===== config.mk =====
export PLATFORM = sky130hd
export DESIGN_NAME = cdb_arbiter
export DESIGN_NICKNAME = d
export VERILOG_FILES = /design/src/rtl/cdb_arbiter.sv
export SDC_FILE = /design/constraint.sdc
export NUM_CORES = 1
export LEC_CHECK = 0
export BUFFER_PORTS_ARGS = -buffer_cell sky130_fd_sc_hd__buf_2
export CORE_ASPECT_RATIO = 1.75
export CORE_MARGIN = 5
export CORE_UTILIZATION = 46
export CTS_BUF_LIST = sky130_fd_sc_hd__clkbuf_8 sky130_fd_sc_hd__clkbuf_16
export DETAILED_ROUTE_END_ITERATION = 12
export MAX_ROUTING_LAYER = met4
export PLACE_DENSITY = 0.85
export SLEW_MARGIN = 25
export SYNTH_ARGS = -nofsm -noshare
export SYNTH_HDL_FRONTEND = slang
export SYNTH_SLANG_ARGS = --single-unit
export TNS_END_PERCENT = 20

===== constraint.sdc =====
create_clock -name clk -period 3.8 [get_ports clk]
set_clock_uncertainty 0.2 [all_clocks]
set_input_delay 0.76 -clock clk [delete_from_list [all_inputs] [get_ports clk]]
set_output_delay 0.76 -clock clk [all_outputs]
set_load 0.01 [all_outputs]

===== src/rtl/cdb_arbiter.sv =====
// Round-robin arbiter sharing the single Common Data Bus among the functional units.
// One completed result per cycle is granted combinationally and broadcast from a register one cycle later.
module cdb_arbiter #(
    parameter  int N_REQ  = 3,
    parameter  int TAG_W  = 3,
    parameter  int DATA_W = 32,
    localparam int SRC_W  = (N_REQ > 1) ? $clog2(N_REQ) : 1
) (
    input  logic                      clk,
    input  logic                      rst_n,
    input  logic                      flush,
    input  logic [N_REQ-1:0]          req_valid,
    input  logic [N_REQ*TAG_W-1:0]    req_tag,
    input  logic [N_REQ*DATA_W-1:0]   req_data,
    output logic [N_REQ-1:0]          req_ready,
    output logic                      cdb_valid,
    output logic [TAG_W-1:0]          cdb_tag,
    output logic [DATA_W-1:0]         cdb_data,
    output logic [SRC_W-1:0]          cdb_src
);

    logic [SRC_W-1:0] rr_ptr;
    logic [SRC_W-1:0] win_idx;
    logic [SRC_W:0]   scan_idx;
    logic             found;
    logic             transfer;

    // NOTE: every variable written here gets a default first, so no path
    // through the loop can leave one unassigned and infer a latch.
    always_comb begin
        req_ready = '0;
        win_idx   = '0;
        scan_idx  = '0;
        found     = 1'b0;
        for (int k = 0; k < N_REQ; k++) begin
            // scan_idx is one bit wider than rr_ptr so rr_ptr + k cannot overflow before the modulo.
            scan_idx = {1'b0, rr_ptr} + (SRC_W+1)'(k);
            if (scan_idx >= (SRC_W+1)'(N_REQ)) begin
                scan_idx = scan_idx - (SRC_W+1)'(N_REQ);
            end
            if (!found && req_valid[scan_idx[SRC_W-1:0]]) begin
                found   = 1'b1;
                win_idx = scan_idx[SRC_W-1:0];
            end
        end
        // A flush kills the grant. Holding reset does too, so no requester sees its result taken.
        if (found && rst_n && !flush) begin
            req_ready[win_idx] = 1'b1;
        end
    end

    assign transfer = |req_ready;

    // NOTE: registers use non-blocking assignments so every flop samples the
    // pre-edge values regardless of statement order; reset is asynchronous so
    // the broadcast drops the instant rst_n falls.
    always_ff @(posedge clk or negedge rst_n) begin
        if (!rst_n) begin
            cdb_valid <= 1'b0;
            cdb_tag   <= '0;
            cdb_data  <= '0;
            cdb_src   <= '0;
            rr_ptr    <= '0;
        end else begin
            cdb_valid <= transfer;
            if (transfer) begin
                cdb_tag  <= req_tag[win_idx*TAG_W +: TAG_W];
                cdb_data <= req_data[win_idx*DATA_W +: DATA_W];
                cdb_src  <= win_idx;
            end
            if (flush) begin
                rr_ptr <= '0;
            end else if (transfer) begin
                rr_ptr <= (win_idx == SRC_W'(N_REQ-1)) ? '0 : win_idx + 1'b1;
            end
        end
    end

endmodule


==> flow_summary.yaml, run 1 <==
worst_hold_path:
  hold_path.class: "in -> async"
clock_tree:
  clock_sinks: 40
  ctsResizeCount: 0
  post-cts-setup-buffers: 0
  clock-root-buffer: "clkbuf_8"
  cts_max_path_buffers: 2
  htreeDepth: 2
  cts_buffers: 5
  path_clk_slew_ns: 0.08
  postCtsHoldBufs: 0
  clk_latency_ns: 0.29
  cts_tree: "built"
synthesis:
  yosys.cell_types.count: 39
  yosysTopAreaCellShare: 0.343
  ys_seq_area_frac: 0.343
  yosysTopAreaCell: "dfrtp_1"
  synth.area.top_cells: "dfrtp_1 34%, or3_1 15%, mux2_4 14%"
  avgSynthCellArea_um2: 11.2
  synthesis.area_mm2: 0.00292
  ys_ff_latch: 40
  synthCells: 261
  synth_nets: 376
  yosys_warnings: 0
sta:
  worstMarginPinSlew_ns: 0.642
  setup_viol: 0
  max_slew_margin: 0.571
  finalCritPeriodShare: 0.906
  min_period_ns: 3.44
  fmax_mhz: 290
  setup_tns_ns: 0
  finalHoldViolations: 0
  drv_slew: 0
  worst_slack_ns: 0.357
  grt_setup_unrepaired: "false"
worst_setup_path:
  worstReg2RegEnd: "cdb_data[30]"
  rrSetupSlack_ns: 0.72
  start_kind: "flop"
  startpoint: "rr_ptr[0]"
  worst_ep_arrival_time_ns: 2.48
  critPathMaxFanout: 9
  crit_path_end_kind: "primary output"
  timing.rr.start: "rr_ptr[0]"
  cp.required_ns: 2.84
  reg2reg_depth: 9
  critPathKind: "reg -> out"
detailed_routing:
  vias: 2668
  viasPerCell: 5.57
  drtIter0Drc: 105
  drcViolationCount: 0
  firstDrtPassIters: 4
  wl_um: 8190
  ant_nets: 0
  wl_per_cell_um: 17.1
global_route:
  grt_max_degree: 71
  grtUsageTotal: 0.209
  antenna_found_initial: 0
  grt_overflow: 0
  grt_pass1_wl_um: 13300
  grt_pass1_vias: 2810
finish:
  fillCellCount: 558
  nets: 513
  antenna_cells: 0
  drive_gt1_frac: 0.612
  area_growth_pct: 28.6
place:
  port_buffers: 151
  dp_slack_ns: 0.693
  place_hpwl_um: 6430
  gp_congestion: 0.877
die:
  io-pin-count: 152
  start_util: 0.472
  die-height_um: 115
  core_mm2: 0.00618
  die_w_um: 70.2
  die-area_mm2: 0.00810
  core.rowCount: 38
outcome:
  outcome: "finished clean"
pwr:
  p_per_area_mw_per_mm2: 709
  power_leakage_nw: 1.73
  ir_worst_vdd_mv: 0.279
job:
  drv_cap: 0
cell families after synthesis:
logic type | share of synthesized area
adders and majority gates | 0.0171
muxes | 0.183
and+or+nand+nor | 0.195
DFF | 0.343
AOI/OAI and AO/OA | 0.195
buffers and inverters | 0.0682
synth_stat cells, drive strengths merged:
cell and n:
o21a 1, o221a 35, a22o 1, nand2 6, o32a 1, ha 4, a31o 1, mux2i 3
and4b 1, dfrtp 40, inv 9, clkbuf 15, nand3b 3, o22a 1, a211oi 2, nor3 1
or2 1, buf 11, nor2b 3, mux2 35, o32ai 1, a21oi 2, a21o 1, a31oi 1
or3 70, nor2 5, o22ai 3, o211ai 1, nand2b 1, o21ai 2
worst max-delay path, cell delays in order, from the launching register on:
cell and delay (ns):
dfrtp_1 0.40, inv_1 0.08, ha_1 0.47, mux2i_1 0.16
o22a_1 0.26, a211oi_4 0.39, nor2_8 0.07, nor2_1 0.20
buf_2 0.18
state kept, by name, indices dropped and copies added, names as in the netlist:
signal     cells
cdb_data      32
cdb_tag        3
cdb_valid      1
rr_ptr         2
cdb_src        2
power breakdown:
part | total [mW] | switching [mW] | internal, mW
clock | 0.298 | 0.153 | 0.145
combinational | 1.63 | 0.804 | 0.821
sequential | 0.738 | 0.112 | 0.626
total | 2.66 | 1.07 | 1.59
how the worst max path moves through the flow:
stage / to / slack, ns / depth (start not counted)
after floorplan: req_ready[1] / 0.75 / 9
after global placement: req_ready[1] / 0.78 / 7
after detailed placement: req_ready[1] / 0.69 / 8
after CTS: req_ready[1] / 0.36 / 8
after global routing: req_ready[0] / 0.15 / 8
final: req_ready[1] / 0.36 / 8
stage by stage:
stage	instance area [um^2]	utilization	cells	power, mW	hold slack (ns)
2_1_floorplan	2920	-	261	2.04	0.264
3_3_place_gp	3660	0.592	471	2.34	0.278
3_5_place_dp	3660	0.592	471	2.39	0.273
4_1_cts	3750	0.607	479	2.69	0.166
5_1_grt	3750	0.607	479	2.84	0.176
6_report	3750	0.607	479	2.66	0.167
cells in the final DEF, fill, tap and decap left out, types with 2 or more instances in the layout:
| cell type | synthesis | layout |
|---|---|---|
| buf_2 | 6 | 151 |
| a21oi_1 | 2 | 2 |
| mux2i_1 | 2 | 2 |
| o22ai_1 | 2 | 2 |
| mux2_4 | 28 | 28 |
| o221a_2 | 35 | 35 |
| mux2_2 | 6 | 6 |
| buf_4 | 1 | 5 |
| nand3b_1 | 3 | 3 |
| o21ai_2 | 2 | 2 |
| ha_1 | 4 | 4 |
| nor2b_1 | 3 | 3 |
| clkbuf_8 | 0 | 6 |
| nor2_1 | 4 | 4 |
| a211oi_4 | 2 | 2 |
| nand2_1 | 6 | 5 |
| inv_1 | 8 | 8 |
| dfrtp_1 | 40 | 40 |
| or3_1 | 70 | 70 |
| clkinv_2 | 0 | 2 |
final cells by class:
type,instances,area (um^2),share of cell area
Inverter,9,33.8,0.00900
Clock inverter,2,10.0,0.00267
Timing Repair Buffer,156,793,0.211
Clock buffer,6,82.6,0.0220
Sequential cell,40,1000,0.267
Multi-Input combinational cell,186,1730,0.462
Tap cell,80,100,0.0267
metal layers:
layer / share of wire / up-vias / GRT usage
met3: 0.046 / 19 / 0.0306
li1: - / 1276 / -
met4: 0.032 / 0 / 0.0972
met1: 0.35 / 1274 / 0.216
met2: 0.57 / 99 / 0.386
met5: 0 / - / -
Power figures use the tool's default switching activity.
==> run 2, diff against run 1 <==
--- a/config.mk
+++ b/config.mk
@@ -11,7 +11,6 @@
 export CORE_UTILIZATION = 46
 export CTS_BUF_LIST = sky130_fd_sc_hd__clkbuf_8 sky130_fd_sc_hd__clkbuf_16
 export DETAILED_ROUTE_END_ITERATION = 12
-export MAX_ROUTING_LAYER = met4
 export PLACE_DENSITY = 0.85
 export SLEW_MARGIN = 25
 export SYNTH_ARGS = -nofsm -noshare
==> run 2 against run 1 <==
Effect of this change:
- combinational power about the same
- utilization stayed put
- routed wire length fell by 0.16%
- total power barely moved
- global-route usage shrank 0.64 points
- first-iteration DRC count increased by 17%
- critical endpoint unchanged
- largest cell class unchanged
==> flow_summary.yaml, run 2 (synthesized netlist as in run 1, its figures left out) <==
place:
  port_buffers: 151
  gp_congestion: 0.864
  place_hpwl_um: 6430
worst_setup_path:
  worstPathCellList: "inv_1 -> ha_1 -> mux2i_1 -> o22a_1 -> and4b_4 -> nor2_8 -> nor2_1 -> buf_2"
  start_kind: "flop"
  cp.required_ns: 2.84
  worst_ep_arrival_time_ns: 2.48
  critPathKind: "reg -> out"
  slowest_delay_ns: 0.47
  slowest_stage: "ha_1"
  critPathMaxFanout: 9
  crit_path_end_kind: "primary output"
pwr:
  sw_frac_of_total: 0.402
  p_int_mw: 1.59
  pwr-share-seq: 0.277
  combPwrFrac: 0.611
  power_leakage_nw: 1.73
  p_per_area_mw_per_mm2: 709
  ir_worst_vdd_mv: 0.280
  switchingPower_mw: 1.07
  clockPowerShare: 0.111
outcome:
  outcome: "finished clean"
global_route:
  top_usage_layer: "met2"
  grtUsageTotal: 0.203
  met2_usage: 0.388
  grt_pass1_vias: 2808
  grt_overflow: 0
  grt_pass1_wl_um: 13300
  grt_max_degree: 71
  use_met3: 0.0367
  antenna_found_initial: 0
  grt_use_met1: 0.211
clock_tree:
  ctsResizeCount: 0
  clock-root-buffer: "clkbuf_8"
  htreeDepth: 2
  post-cts-setup-buffers: 0
  path_clk_slew_ns: 0.08
  cts_buffers: 5
  clock_sinks: 40
  postCtsHoldBufs: 0
  cts_max_path_buffers: 2
  clk_latency_ns: 0.29
  cts_tree: "built"
sta:
  worstMarginPinSlew_ns: 0.652
  hold_ws_ns: 0.168
  grt_setup_unrepaired: "false"
  setup_viol: 0
  finalHoldViolations: 0
  setup_tns_ns: 0
  finalCritPeriodShare: 0.906
  min_period_ns: 3.44
  max_slew_margin: 0.565
  drv_slew: 0
  fmax_mhz: 290
detailed_routing:
  drcViolationCount: 0
  vias: 2659
  drtIter0Drc: 123
  ant_nets: 0
  firstDrtPassIters: 4
  viasPerCell: 5.55
  wl_per_cell_um: 17.1
  wl_um: 8180
finish:
  fillCellCount: 558
  seq_area_mm2: 0.00100
  nets: 513
  drive_gt1_frac: 0.612
  multi_input_comb_area_mm2: 0.00173
  utilization: 0.607
  layout_commonest_cell: "buf_2"
  reg_top3: "cdb_data: 32 flops, cdb_tag: 3 flops"
  area_growth_pct: 28.6
  final_cell_mix: "151 x buf_2, 70 x or3_1, 40 x dfrtp_1"
  top_register: "cdb_data"
  antenna_cells: 0
  largest_register_ffs: 32
die:
  core.rowCount: 38
  start_util: 0.472
  die-area_mm2: 0.00810
  core_mm2: 0.00618
  die_w_um: 70.2
  die-height_um: 115
  io-pin-count: 152
worst_hold_path:
  hold_path.class: "in -> async"
job:
  drv_cap: 0
-- run 2: cell counts in the layout (fill, tap and decap cells not counted) --
No cell type changed its count.
-- run 2: power groups by stage --
stage	Clock, mW	Combinational [mW]	Sequential, mW
3_5_place_dp	0	1.65	0.743
5_1_grt	0.319	1.76	0.763
4_1_cts	0.302	1.65	0.738
3_3_place_gp	0	1.60	0.744
6_report	0.296	1.63	0.737
2_1_floorplan	0	1.22	0.827
-- run 2: stage by stage --
step	area, um^2	std cells	setup slack [ns]	total power [mW]
final	3750	479	0.356	2.66
after global routing	3750	479	0.146	2.84
after CTS	3750	479	0.361	2.69
after detailed placement	3660	471	0.693	2.39
after global placement	3660	471	0.783	2.34
after floorplan	2920	261	0.746	2.04
-- run 2: layer usage --
metal	wire length (um)	vias to the layer above	share of wire
met3	397	17	0.049
li1	-	1275	-
met1	2920	1275	0.36
met4	234	0	0.029
met2	4630	92	0.57
met5	0	-	0
-- run 2: worst max-delay path: cells and delay by family (launching register included) --
| family | cells | cell delay, ns |
|---|---|---|
| adder cells (fa/ha/maj) | 1 | 0.47 |
| multiplexers | 1 | 0.29 |
| buffers and inverters | 2 | 0.26 |
| flip-flops | 1 | 0.40 |
| AND/OR/NAND/NOR | 3 | 0.54 |
| AO/OA/AOI/OAI | 1 | 0.23 |
-- run 2: path summary, 6_finish.rpt --
check	startpoint	to	slack [ns]	cells after the start
worst max-delay path	rr_ptr[0]	req_ready[1]	0.36	8
worst min-delay path	rst_n	cdb_src[1]	0.17	1
worst max register to register	rr_ptr[0]	cdb_data[30]	0.72	9
worst min register to register	cdb_src[0]	cdb_src[0]	0.29	1
max in group asynchronous	rst_n	cdb_data[9]	2.57	2
min in group clk	cdb_src[0]	cdb_src[0]	0.29	1
-- run 2: cell type report --
class,instances,share of cell area
clock buffer,6,0.0220
multi-input combinational,186,0.462
tap,80,0.0267
clock inverter,2,0.00267
sequential,40,0.267
inverter,9,0.00900
timing repair buffer,156,0.211
